==> config.mk <==
export PLATFORM = sky130hd
export DESIGN_NAME = symbol_demodulator_flat
export DESIGN_NICKNAME = d
export VERILOG_FILES = /design/src/rtl/symbol_demodulator_if.sv /design/src/rtl/symbol_demodulator.sv /design/src/flat_wrapper.sv
export SDC_FILE = /design/constraint.sdc
export NUM_CORES = 1
export LEC_CHECK = 0
export ABC_AREA = 1
export ABC_CLOCK_PERIOD_IN_PS = 3200
export BUFFER_PORTS_ARGS = -buffer_cell sky130_fd_sc_hd__clkbuf_2
export CAP_MARGIN = 20
export CORE_UTILIZATION = 55
export DETAILED_ROUTE_END_ITERATION = 6
export PLACE_DENSITY = 0.81
export SLEW_MARGIN = 0
export SYNTH_ARGS = -nofsm -noshare
export SYNTH_HDL_FRONTEND = slang
export SYNTH_SLANG_ARGS = --single-unit
==> constraint.sdc <==
create_clock -name clk -period 3.2 [get_ports clk]
set_input_delay 0.64 -clock clk [delete_from_list [all_inputs] [get_ports clk]]
set_output_delay 0.64 -clock clk [all_outputs]
set_load 0.05 [all_outputs]
==> src/rtl/symbol_demodulator_if.sv <==
// Received-sample stream into the symbol demodulator.
// Master drives samples, reference carrier and symbol framing.
interface symbol_demodulator_if #(
    parameter int DATA_W = 12
);
    logic [DATA_W-1:0] sample_in;
    logic [DATA_W-1:0] carrier_in;
    logic              sample_valid;
    logic              sym_start;

    modport master (
        output sample_in,
        output carrier_in,
        output sample_valid,
        output sym_start
    );

    modport slave (
        input sample_in,
        input carrier_in,
        input sample_valid,
        input sym_start
    );
endinterface

==> src/rtl/symbol_demodulator.sv <==
// ASK/BPSK integrate-and-dump symbol demodulator.
// Define SYMBOL_DEMOD_SOFT_OUT_EN to expose the final accumulator as soft_out.
module symbol_demodulator #(
    parameter int DATA_W          = 12,
    parameter int SAMPLES_PER_SYM = 64,
    parameter int ACC_W           = DATA_W + 1 + $clog2(SAMPLES_PER_SYM)
) (
    input  logic                    clk,
    input  logic                    rst_n,
    input  logic                    enable,
    input  logic                    mode,
    input  logic [ACC_W-2:0]        threshold,
    symbol_demodulator_if.slave     rx,
    output logic                    bit_out,
    output logic                    bit_valid,
`ifdef SYMBOL_DEMOD_SOFT_OUT_EN
    output logic signed [ACC_W-1:0] soft_out,
`endif
    output logic                    resync
);

    localparam int CNT_W = $clog2(SAMPLES_PER_SYM + 1);
    localparam logic [CNT_W-1:0] LAST = CNT_W'(SAMPLES_PER_SYM - 1);

    typedef enum logic [1:0] {
        IDLE, WAIT_SYNC, INTEGRATE, DECIDE
    } state_t;

    state_t state, state_nxt;

    logic signed [ACC_W-1:0]  acc;
    logic [CNT_W-1:0]         count;
    logic                     mode_q;
    logic                     bit_q;
    logic                     start;
    logic                     term_mode;
    logic                     decision;
    logic signed [DATA_W:0]   s;
    logic signed [DATA_W:0]   term;
    logic signed [ACC_W-1:0]  term_ext;

    assign start = rx.sample_valid & rx.sym_start;

    // Flipping the MSB turns offset binary into two's complement.
    assign s = {{2{~rx.sample_in[DATA_W-1]}}, rx.sample_in[DATA_W-2:0]};

    // A symbol's first sample uses the live mode; the rest use the latched one.
    assign term_mode = (state == INTEGRATE && !start) ? mode_q : mode;

    always_comb begin
        term = s;
        if (term_mode) begin
            term = rx.carrier_in[DATA_W-1] ? s : -s;
        end else begin
            term = s[DATA_W] ? -s : s;
        end
    end

    assign term_ext = {{(ACC_W-DATA_W-1){term[DATA_W]}}, term};

    assign decision = mode_q ? !acc[ACC_W-1]
                             : (acc > $signed({1'b0, threshold}));

    always_ff @(posedge clk or negedge rst_n) begin
        if (!rst_n) state <= IDLE;
        else        state <= state_nxt;
    end

    always_comb begin
        state_nxt = state;
        if (!enable) begin
            state_nxt = IDLE;
        end else begin
            unique case (state)
                IDLE:      state_nxt = WAIT_SYNC;
                WAIT_SYNC: if (start) state_nxt = INTEGRATE;
                INTEGRATE: begin
                    if (rx.sample_valid && !rx.sym_start && count == LAST)
                        state_nxt = DECIDE;
                end
                DECIDE:    state_nxt = WAIT_SYNC;
                default:   state_nxt = IDLE;
            endcase
        end
    end

`ifdef SYMBOL_DEMOD_SOFT_OUT_EN
    logic signed [ACC_W-1:0] soft_q;
`endif

    always_comb begin
        bit_valid = (state == DECIDE) && enable;
        bit_out   = bit_valid ? decision : bit_q;
`ifdef SYMBOL_DEMOD_SOFT_OUT_EN
        soft_out  = bit_valid ? acc : soft_q;
`endif
    end

    always_ff @(posedge clk or negedge rst_n) begin
        if (!rst_n) begin
            acc    <= '0;
            count  <= '0;
            mode_q <= 1'b0;
            bit_q  <= 1'b0;
            resync <= 1'b0;
`ifdef SYMBOL_DEMOD_SOFT_OUT_EN
            soft_q <= '0;
`endif
        end else begin
            resync <= 1'b0;
            if (!enable) begin
                acc   <= '0;
                count <= '0;
            end else begin
                unique case (state)
                    WAIT_SYNC: begin
                        if (start) begin
                            acc    <= term_ext;
                            count  <= CNT_W'(1);
                            mode_q <= mode;
                        end
                    end
                    INTEGRATE: begin
                        if (start) begin
                            acc    <= term_ext;
                            count  <= CNT_W'(1);
                            mode_q <= mode;
                            resync <= 1'b1;
                        end else if (rx.sample_valid) begin
                            acc   <= acc + term_ext;
                            count <= count + CNT_W'(1);
                        end
                    end
                    DECIDE: begin
                        bit_q <= decision;
                        count <= '0;
`ifdef SYMBOL_DEMOD_SOFT_OUT_EN
                        soft_q <= acc;
`endif
                    end
                    default: begin
                        acc   <= '0;
                        count <= '0;
                    end
                endcase
            end
        end
    end

endmodule
==> src/flat_wrapper.sv <==
// flat-port wrapper written by rule: the top's interface ports become plain ports
module symbol_demodulator_flat 
#(
    parameter int DATA_W          = 12,
    parameter int SAMPLES_PER_SYM = 64,
    parameter int ACC_W           = DATA_W + 1 + $clog2(SAMPLES_PER_SYM)
)
  (clk, rst_n, enable, mode, threshold, bit_out, bit_valid, resync, rx_sample_in, rx_carrier_in, rx_sample_valid, rx_sym_start);
  symbol_demodulator_if #(.DATA_W(DATA_W)) rx_i ();
  input  logic clk;
  input  logic rst_n;
  input  logic enable;
  input  logic mode;
  input  logic [ACC_W-2:0] threshold;
  output logic bit_out;
  output logic bit_valid;
  output logic resync;
  input wire logic [$bits(rx_i.sample_in)-1:0] rx_sample_in;
  input wire logic [$bits(rx_i.carrier_in)-1:0] rx_carrier_in;
  input wire logic [$bits(rx_i.sample_valid)-1:0] rx_sample_valid;
  input wire logic [$bits(rx_i.sym_start)-1:0] rx_sym_start;
  assign rx_i.sample_in = rx_sample_in;
  assign rx_i.carrier_in = rx_carrier_in;
  assign rx_i.sample_valid = rx_sample_valid;
  assign rx_i.sym_start = rx_sym_start;
  symbol_demodulator #(.DATA_W(DATA_W), .SAMPLES_PER_SYM(SAMPLES_PER_SYM), .ACC_W(ACC_W)) u_core (.clk(clk), .rst_n(rst_n), .enable(enable), .mode(mode), .threshold(threshold), .rx(rx_i), .bit_out(bit_out), .bit_valid(bit_valid), .resync(resync));
endmodule
# Word-level counts from Yosys, hierarchy flattened
# Index checks and enable logic that the tools add are counted.
word_totals:
  ramBits: 0
  latch_bits: 0
  mem_count: 0
  register_bits: 31
  mem_bits_ro: 0
  output_inout_bits: 3
op_classes:
  mul: 0
  n_bitwise: 2
  n_div: 0
  n_addsub: 3
  n_shift: 0
  magnitude_cmp: 1
  reduce_logical: 15
  eq_ne: 8
  mux: 23
op_table:
  columns: ["operator", "n"]
  rows:
  - ["$mux 19", 4]
  - ["$pmux 19 s3", 1]
  - ["$mux 13", 3]
  - ["$mux 7", 4]
  - ["$add 19x13->19", 1]
  - ["$gt 19x19->1", 1]
  - ["$pmux 7 s2", 1]
  - ["$neg 12->13", 1]
  - ["$add 7x1->7 const B", 1]
  - ["$eq 7x6->1 const B", 1]
  - ["$mux 1", 6]
  - ["$mux 2", 3]
  - ["$pmux 2 s3", 1]
  - ["$reduce_and 2->1", 3]
  - ["$reduce_and 3->1", 2]
  - ["$eq 2x2->1 const B", 2]
  - ["$logic_and 1x1->1", 4]
  - ["$ne 4x3->1 const B", 1]
  - ["$reduce_or 2->1", 2]
  - ["$logic_not 1->1", 3]
  - ["$ne 3x2->1 const B", 1]
  - ["$ne 3x3->1 const B", 1]
  - ["$eq 2x1->1 const B", 1]
  - ["$logic_not 2->1", 1]
  - ["other kinds (3)", 3]

# Longest topological paths before layout
# Gate-level depths: netlist (run 1).
depth:
  ltp_word: 10
  depth_mapped: 27

# Worst setup path before layout (run 1)
# Ideal clock, no wire load.
synth_path:
  path_kind: "input -> register"
  startpoint: "input rx_sample_in[1]"
  endpoint: "register u_core.acc[18]"
  setup_ps: 116
  cell_stages: 25
  required_time_ps: 3084
  arrival_ps: 3254
  slack_ps: -170
  n_path_buf: 0
  path_cell_list: "inv_1 > ha_1 > inv_1 > nor3_2 > nand4_1 > or2_1 > nor2_1 > ha_1 > inv_1 > o21ai_0 > nand2_1 > nand2_1 > inv_1 > ha_1 > nand2_1 > nor2_1 > inv_1 > nor3_1 > nand2_1 > nand3_1 > nand3_1 > nand2_1 > nand2_1 > nand2_1 > nand2_1"
synth_via:
  elab_chain_len: 8
  elab_cells_between_ends: 10
synth_lines:
  columns: ["element", "line_no", "rtl"]
  rows:
  - ["start: declaration", "flat_wrapper.sv:18", "input wire logic [$bits(rx_i.sample_in)-1:0] rx_sample_in;"]
  - ["$neg 12->13", "symbol_demodulator.sv:53, symbol_demodulator.sv:55", null]
  - ["$mux 13 (on tied branches)", "symbol_demodulator.sv:55, symbol_demodulator.sv:53", null]
  - ["$mux 13 *", "symbol_demodulator.sv:52", "if (term_mode) begin"]
  - ["$add 19x13->19", "symbol_demodulator.sv:130", "acc <= acc + term_ext;"]
  - ["$mux 19", "symbol_demodulator.sv:129", "end else if (rx.sample_valid) begin"]
  - ["$mux 19", "symbol_demodulator.sv:124", "if (start) begin"]
  - ["$pmux 19 s3 *", "symbol_demodulator.sv:115", "unique case (state)"]
  - ["$mux 19 *", "symbol_demodulator.sv:111", "if (!enable) begin"]
  - ["end signal: assignment", "symbol_demodulator.sv:118", "acc <= term_ext;"]
  - ["end signal: assignment", "symbol_demodulator.sv:125", "acc <= term_ext;"]
  - ["end signal: assignment", "symbol_demodulator.sv:130", null]
  - ["end: declaration", "symbol_demodulator.sv:31", "logic signed [ACC_W-1:0] acc;"]
# Every way passes the cells marked *; elsewhere a longest branch is shown, timed or not. The select of a mux whose other input is x is not followed.
# A chain may end at the register's enable or synchronous reset.

# Final worst setup path (run 1)
layout_path:
  startpoint: "input rx_sample_in[1]"
  endpoint: "register u_core.acc[17]"
# Same word-level chain as after synthesis.

==> impl_metrics.csv, run 1 <==
group,metric,value,unit
timing,post-route-min-period,3290,ps
pwr,irDropWorstVdd,490,uV
synthesis,synth_top_family_by_area,"simple AND/OR/NAND/NOR gates",
setup_path,cp.arrival,3470,ps
synthesis,synth_compound_area_frac,0.143,
synthesis,synth-seq-area-share,0.214,
setup_path,crit_fanout,7,
synthesis,synth-main-ff-cell,"dfrtp_1",
timing,finalHoldViolations,0,
timing,rsz0062_at_grt,"true",
placed_design,io_buffers,39,
layout,layout.area.seq,776,sq um
layout,multi_input_area,2840,sq um
synthesis,syn_area_per_cell,6.22,sq um
timing,fin_skew,13.9,ps
timing,finalSetupViolCount,6,
worst_hold_path,hp-class,"in -> async",
placed_design,dp_slack,-453,ps
setup_path,cp-end-kind,"flip-flop",
status,violations,"negative setup slack",
route,first_pass_iters,7,
placed_design,hpwlAfterDp,7740,microns
route,wire_per_inst,14.6,microns
route,wirelength,11100,microns
route,viasPerCell,5.69,
synthesis,synth_seq_cells,31,
setup_path,crit_type,"in -> reg",
timing,fmax,304,MHz
layout,fillers,456,
layout,layout-drive-gt1-share,0.291,
synthesis,synth_cells,582,
layout,syn2layout_area_growth,35.6,%
route,drc,0,
route,ant_nets,0,
clocking,cts.path.max_buffers,2,
die,num_rows,29,
clocking,root_buffer,"clkbuf_8",
clocking,htreeDepth,2,
synthesis,syn_area,3620,sq um
die,dieArea,6910,sq um
timing,tightestPinTransition,861,ps
global_routing,grt_max_degree,32,
flow_run,maxCapViolCount,0,
layout,final_area,4910,sq um
setup_path,cp-start-kind,"primary input",
die,coreArea,6350,sq um
status,status,"finished with violations",
die,die-width,83.1,microns
pwr,p_per_area,653,nW/um^2
die,io_pins,51,
synthesis,synth_edf_count,0,
placed_design,gp_congestion,0.986,
synthesis,synth.distinct_cells,43,
timing,min_period_over_period,1.03,
clocking,clkTransAtPathRegs,90,ps
global_routing,gr-total-overflow,0,
timing,fin_ws,-90.1,ps
timing,slew-limit-headroom,0.426,
global_routing,grt_pass1_vias,3931,
clocking,insertion_delay,300,ps
clocking,numCtsBuffers,5,
layout,n_antenna_cell,0,
placed_design,placed_area,4300,sq um
die,die_y,83.1,microns
clocking,cts_sinks,31,
global_routing,grt_use_total,0.304,
synthesis,yosysWarnings,0,
clocking,cts_tree,"done",
setup_path,reg2reg_slack,100,ps
synthesis,synth.mux.area_fraction,0,
synthesis,synth_nets,675,
setup_path,cp.required,3380,ps
route,drtIter0Drc,320,
pwr,fin_total_pwr,3.21,mW
global_routing,antenna_found_initial,0,
timing,slew_viol_final,0,
layout,final_util,0.773,
route,vias,4327,
synthesis,synth_fa_ha_area_frac,0.158,
pwr,power.leakage,2.76,nW
die,initial_utilization,0.570,
synthesis,synth_xor_area_frac,0.00726,
synthesis,synth-simple-area-share,0.366,
layout,nNetsFinal,776,
synthesis,synthArstFlopShare,1.00,
global_routing,grt_pass1_wl,17200,microns
[sequential cells by signal (all words and copies together), names as in the netlist]
register	flops
u_core.mode_q	1
u_core.resync	1
u_core.state	2
u_core.count	7
u_core.bit_q	1
u_core.acc	19
[path summary, 6_finish.rpt]
| path | to | depth (start not counted) | startpoint |
|---|---|---|---|
| hold / removal | u_core.acc[3] | 1 | rst_n |
| max in group asynchronous | u_core.acc[14] | 1 | rst_n |
| setup / recovery | u_core.acc[17] | 25 | rx_sample_in[1] |
| min in group clk | u_core.count[5] | 1 | u_core.count[5] |
| setup reg to reg | u_core.acc[14] | 23 | u_core.state[0] |
| hold reg to reg | u_core.count[5] | 1 | u_core.count[5] |
[power by group]
group          switching [mW]  internal (mW)  leakage (nW)  total, mW
Sequential             0.0961          0.472         0.423      0.568
Clock                   0.178          0.252        0.0612      0.430
Combinational            1.33          0.874          2.28       2.21
Total                    1.61           1.60          2.76       3.21
[final cells by class]
class                   count  share of cell area
multi-input cells         449               0.579
flip-flops and latches     31               0.158
repair buffers             99               0.138
inverters                  97              0.0818
well taps                  77              0.0196
clock buffers               6              0.0168
clock inverters             2             0.00714
[cells in the mapped netlist, types with 2 or more instances]
cell       n  area, sq um
o21a_1     2         15.0
inv_1     94          353
a21o_1     2         15.0
nand3_1   48          240
o21ai_0   31          155
o21ai_1    5         25.0
o21ai_2    2         17.5
o22ai_1    3         18.8
nor3_2     2         20.0
inv_4      2         12.5
nor2_4     2         22.5
buf_2      2         10.0
nand2_1  198          743
ha_1      44          551
dfrtp_1   31          776
nand2_2    5         31.3
nor2_1    35          131
nor3_1     7         35.0
nand4_1    5         31.3
xor2_1     3         26.3
nor4_1     2         12.5
a21oi_1   36          180
[per-stage QoR]
step / std cells / hold WS [ps] / TNS (ps)
floorplan: 582 / 344 / -40.3
global placement: 738 / 444 / -2410
detailed placement: 738 / 458 / -3300
CTS: 752 / 468 / -602
global route: 761 / 506 / -1330
finish: 761 / 436 / -302
[layer usage]
layer  vias to the layer above  track usage  share of wire
li1                       2089            -              -
met3                        49       0.0378          0.068
met4                         0        0.152          0.043
met2                       213        0.514           0.47
met5                         -            0              0
met1                      1976        0.380           0.41
[worst max-delay path: stages]
cell      delay [ps]
buf_8            100
inv_8             50
ha_4             130
inv_4             40
nor3_4           130
nand4_1          120
or2_1            260
nor2_1           130
ha_1             160
inv_2             50
o21ai_4          150
nand2_2          100
nand2_4          100
clkinv_8         100
ha_4             320
inv_4             50
nor3_4           230
and2_4           190
nand2_4           60
nand3_2           70
nand3_1           80
nand2_1           60
nand2_1           50
nand2_1           60
nand2_1           50
[cell families after synthesis]
logic type,after synthesis
buffers and inverters,102
DFF,31
AOI/OAI and AO/OA,91
adders and majority gates,45
and+or+nand+nor,310
xor gates and xnor gates,3
[repair_timing]
action                                  CTS  global route
endpoints found under the setup margin    7            16
hold buffers                              0             0
pin swaps                                19            31
setup buffers                             6             9
gates resized for setup                  36            66
[cells in the final DEF (no fill, tap or decap), drive strengths merged]
cell and n:
o21a 2, or2 2, o21ai 39, o211ai 1
xor2 3, and2 1, a32o 1, nand3b 1
nand4 5, dfrtp 31, nor3 9, nand2 204
o21bai 1, clkinv 3, fa 1, a221oi 1
nor2 38, clkbuf 43, inv 95, a21oi 36
a22oi 1, a21o 2, nor4 2, buf 62
nand3 48, a31oi 1, bufinv 1, o22ai 4
a211oi 1, ha 44, o32ai 1
No activity file was read; power rests on OpenSTA's default activity.
==> run 2, diff against run 1 <==
Settings changed: ABC_CLOCK_PERIOD_IN_PS 3200 to 2700, CORE_UTILIZATION 55 to 53, PLACE_DENSITY 0.81 to 0.82.
Clock period 3.2 ns to 2.7 ns, I/O delays scaled along.
==> run 2 against run 1 <==
Setup slack got worse by 690 ps. Clock power rose by 38%. Routed wire length up 81%. Sequential power is 19% higher. The flow finishes with violations (design-rule violations, negative setup slack). Count of clock-buffer cells in the layout shrank 1.
==> impl_metrics.csv, run 2 (same netlist as run 1, synthesis figures left out) <==
group,metric,value,unit
layout,nNetsFinal,831,
placed_design,dp_slack,-874,ps
clocking,root_buffer,"clkbuf_8",
setup_path,crit_type,"in -> reg",
layout,n_antenna_cell,0,
flow_run,maxCapViolCount,0,
die,coreArea,6460,sq um
status,violations,"design-rule violations, negative setup slack",
die,initial_utilization,0.560,
die,die-width,84.6,microns
placed_design,hpwlAfterDp,8610,microns
setup_path,cp.arrival,3660,ps
pwr,p_per_area,900,nW/um^2
global_routing,gr-total-overflow,0,
pwr,power.leakage,3.20,nW
route,wirelength,20200,microns
die,num_rows,29,
layout,syn2layout_area_growth,65.5,%
layout,finalNonFillerCells,816,
setup_path,crit_fanout,5,
placed_design,placed_cells,765,
clocking,insertion_delay,310,ps
pwr,fin_total_pwr,5.39,mW
status,status,"finished with violations",
route,viasPerCell,7.00,
worst_hold_path,hp-class,"in -> async",
layout,layout-drive-gt1-share,0.460,
clocking,numCtsBuffers,5,
timing,rsz0062_at_grt,"true",
route,ant_nets,0,
layout,layout_commonest_cell,"nand2_1",
pwr,irDropWorstVdd,786,uV
global_routing,grt_max_degree,32,
timing,tightestPinTransition,864,ps
clocking,cts.path.max_buffers,2,
route,vias,5709,
layout,regMostFlops,"u_core.acc",
global_routing,grt_use_total,0.442,
clocking,htreeDepth,2,
timing,min_period_over_period,1.29,
layout,largestRegisters,"u_core.acc: 19 flops, u_core.count: 7 flops, u_core.state: 2 flops",
die,die_y,84.6,microns
timing,fmax,287,MHz
clocking,clkTransAtPathRegs,80,ps
setup_path,cp.required,2880,ps
timing,fin_ws,-780,ps
global_routing,antenna_found_initial,0,
route,first_pass_iters,7,
die,io_pins,51,
timing,fin_skew,5.63,ps
route,drc,192,
die,dieArea,7160,sq um
timing,post-route-min-period,3480,ps
timing,slew_viol_final,0,
timing,finalSetupViolCount,18,
global_routing,grt_pass1_vias,5175,
timing,slew-limit-headroom,0.424,
layout,largest_reg_flops,19,
setup_path,cp-start-kind,"primary input",
timing,finalHoldViolations,0,
setup_path,cp-end-kind,"flip-flop",
clocking,cts_sinks,31,
route,drtIter0Drc,1179,
clocking,cts_tree,"done",
placed_design,io_buffers,39,
global_routing,grt_pass1_wl,24500,microns
layout,final_cell_mix,"148 x nand2_1, 97 x buf_4, 77 x inv_1",
route,wire_per_inst,24.8,microns
placed_design,gp_congestion,0.989,
-- run 2: cell count changes in the layout (fill, tap and decap cells not counted), moves of 15 or more --
cell,previous run,this run
buf_6,2,17
nand2_4,4,20
nand2_1,182,148
nand2_2,18,34
buf_4,58,97
-- run 2: worst paths after layout --
path                       slack [ps]       startpoint               to  cells past startpoint
setup / recovery                 -780  rx_sample_in[2]   u_core.acc[14]                     22
max in group asynchronous        1770            rst_n    u_core.acc[2]                      1
setup reg to reg                 -580  u_core.state[0]   u_core.acc[11]                     21
hold reg to reg                   470  u_core.count[5]  u_core.count[5]                      1
min in group clk                  470  u_core.count[5]  u_core.count[5]                      1
hold / removal                    330            rst_n    u_core.acc[7]                      1
-- run 2: critical path, cell delays in order --
cell      delay [ps]
clkbuf_2         130
inv_1            110
nand3_1          160
nor3_2           270
nand4_1          240
nor3_2           160
ha_1             260
nand2_1          110
nand2_1           70
o21ai_2          260
ha_4             270
nand2_1          180
nor2_4            70
buf_4            130
nand3_1          130
nand2_1           90
nand2_1           80
nand3_1           60
nand2_1           60
nand2_1           60
nand2_1          110
nand2_1           90
-- run 2: timing repair --
item,CTS,global route
hold buffers,0,0
setup buffers,34,21
resized for setup,109,119
endpoints found under the setup margin,17,17
gates cloned,1,0
hold endpoints to repair,0,0
pin swaps,43,61
-- run 2: final cells by class --
type / count / area (sq um)
clock inverter: 3 / 67.6
timing repair buffer: 154 / 1180
tap: 77 / 96.3
inverter: 97 / 409
sequential: 31 / 777
clock buffer: 5 / 68.8
multi-input combinational: 449 / 3380
fill: 231 / 470
-- run 2: per-stage QoR --
step | setup TNS, ps | util | hold WS, ps | area, sq um
floorplan | -1840 | - | 244 | 3810
detailed placement | -8590 | 0.715 | 459 | 4620
CTS | -3050 | 0.849 | 355 | 5480
global route | -10530 | 0.927 | 381 | 5990
finish | -8470 | 0.927 | 329 | 5990
global placement | -6930 | 0.715 | 448 | 4620
-- run 2: per-layer routing --
metal / track usage / up-vias / part of all wire
li1: - / 2200 / -
met1: 0.486 / 2476 / 0.31
met2: 0.744 / 699 / 0.42
met3: 0.103 / 332 / 0.14
met4: 0.327 / 2 / 0.13
met5: 0 / - / 0.0027
-- run 2: power by group --
group          leakage [nW]  internal [mW]  total [mW]  switching, mW
clock network        0.0644          0.369       0.594          0.225
logic                  2.71           1.62        4.12           2.50
registers             0.422          0.560       0.675          0.114
total                  3.20           2.55        5.39           2.84
==> run 3, diff against run 2 <==
Settings changed: SETUP_SLACK_MARGIN set to 0.4.
==> run 3 against run 2 <==
The flow still finishes with violations (design-rule violations, negative setup slack). Routed wire length decreased by 13%. Count of clock-buffer cells in the layout increased by 1. Combinational power decreased by 10%. Non-clock buffer count down 6. Final area shrank 4.4%. Cell count fell by 0.74%. Clock power fell by 10%.
==> impl_metrics.csv, run 3 (same netlist as run 1, synthesis figures left out) <==
group,metric,value,unit
status,status,"finished with violations",
status,violations,"design-rule violations, negative setup slack",
layout,syn2layout_area_growth,58.2,%
clocking,clkTransAtPathRegs,90,ps
clocking,htreeDepth,2,
placed_design,gp_congestion,0.943,
die,die_y,84.6,microns
placed_design,placed_cells,765,
layout,largestRegisters,"u_core.acc: 19 flops, u_core.count: 7 flops, u_core.state: 2 flops",
timing,fin_ws,-1030,ps
placed_design,hpwlAfterDp,8560,microns
timing,tightestPinTransition,914,ps
die,num_rows,29,
timing,fin_skew,13.4,ps
die,initial_utilization,0.560,
placed_design,dp_slack,-851,ps
pwr,fin_total_pwr,4.93,mW
global_routing,grt_pass1_wl,21000,microns
timing,fin_hold_ws,338,ps
setup_path,cp-end-kind,"flip-flop",
placed_design,placed_area,4730,sq um
route,wirelength,17600,microns
timing,post-route-min-period,3730,ps
timing,finalHoldViolations,0,
clocking,cts_tree,"done",
timing,rsz0062_at_grt,"true",
placed_design,io_buffers,39,
layout,final_cell_mix,"160 x nand2_1, 97 x buf_4, 76 x inv_1",
route,ant_nets,0,
pwr,p_per_area,861,nW/um^2
pwr,irDropWorstVdd,679,uV
setup_path,cp.required,2900,ps
route,first_pass_iters,7,
setup_path,cpPeakStageDelay,330,ps
clocking,insertion_delay,320,ps
setup_path,cp-start-kind,"primary input",
worst_hold_path,hp-class,"in -> async",
die,coreArea,6460,sq um
setup_path,crit_fanout,7,
die,die-width,84.6,microns
global_routing,gr-total-overflow,0,
layout,final_util,0.886,
global_routing,grt_max_degree,32,
timing,finalSetupTns,-8740,ps
setup_path,cp_slowest_cell,"ha_4",
layout,n_antenna_cell,0,
die,dieArea,7160,sq um
layout,nNetsFinal,825,
timing,min_period_over_period,1.38,
clocking,cts_sinks,31,
clocking,cts.path.max_buffers,2,
timing,finalSetupViolCount,17,
layout,final_area,5720,sq um
layout,layout_commonest_cell,"nand2_1",
global_routing,antenna_found_initial,0,
pwr,power.leakage,3.10,nW
layout,largest_reg_flops,19,
timing,slew_viol_final,0,
setup_path,crit_type,"in -> reg",
global_routing,grt_pass1_vias,4742,
timing,fmax,268,MHz
layout,fillers,282,
setup_path,cp.arrival,3940,ps
layout,finalNonFillerCells,810,
layout,layout-drive-gt1-share,0.422,
timing,slew-limit-headroom,0.391,
route,drc,173,
route,drtIter0Drc,908,
route,vias,5363,
setup_path,cp_num_buf_inv,6,
setup_path,cpMostUsedCell,"nand2_1",
clocking,numCtsBuffers,5,
setup_path,crit_family,"simple AND/OR/NAND/NOR gates",
layout,regMostFlops,"u_core.acc",
route,wire_per_inst,21.7,microns
die,io_pins,51,
flow_run,maxCapViolCount,0,
clocking,root_buffer,"clkbuf_8",
global_routing,grt_use_total,0.370,
route,viasPerCell,6.62,
==> run 3: changes by cell type in the layout (fill, tap and decap cells not counted), moves of 3 or more <==
cell     change
nor2_2       -4
o21ai_2      -5
nand2_1     +12
buf_6        -7
nand2_2      -7
nor2_4       -3
nor2_1       +7
nand2_4      -3
nand3_4      -3
nand3_2      +5
==> run 3: worst paths after layout <==
check                                start         endpoint  slack (ps)  depth (start not counted)
setup / recovery           rx_sample_in[1]   u_core.acc[18]       -1030                         26
max in group asynchronous            rst_n  u_core.count[6]        1780                          1
hold / removal                       rst_n    u_core.acc[6]         340                          1
setup reg to reg           u_core.state[0]   u_core.acc[18]        -650                         21
min in group clk           u_core.count[5]  u_core.count[5]         510                          1
hold reg to reg            u_core.count[5]  u_core.count[5]         510                          1
==> run 3: what timing repair did <==
action	CTS	global route
gates cloned	0	0
endpoints found under the setup margin	18	19
gates resized for setup	61	81
hold buffers	0	0
buffers inserted	16	21
pin swaps	38	66
==> run 3: layout make-up <==
class	instances	area (sq um)	share of cell area
clock buffer	6	82.6	0.0144
multi-input combinational	449	3210	0.561
timing repair buffer	148	1110	0.195
tap	77	96.3	0.0168
sequential	31	776	0.136
inverter	97	409	0.0715
clock inverter	2	35.0	0.00612
==> run 3: layer usage <==
metal / track usage / vias to the layer above / share of wire
met3: 0.0659 / 248 / 0.12
met4: 0.188 / 0 / 0.11
met1: 0.416 / 2375 / 0.33
li1: - / 2181 / -
met2: 0.669 / 559 / 0.44
met5: 0 / - / 0
==> run 3: report_power, final <==
part,internal [mW],leakage [nW],switching (mW)
Combinational,1.54,2.61,2.18
Sequential,0.559,0.423,0.126
Clock,0.299,0.0612,0.233
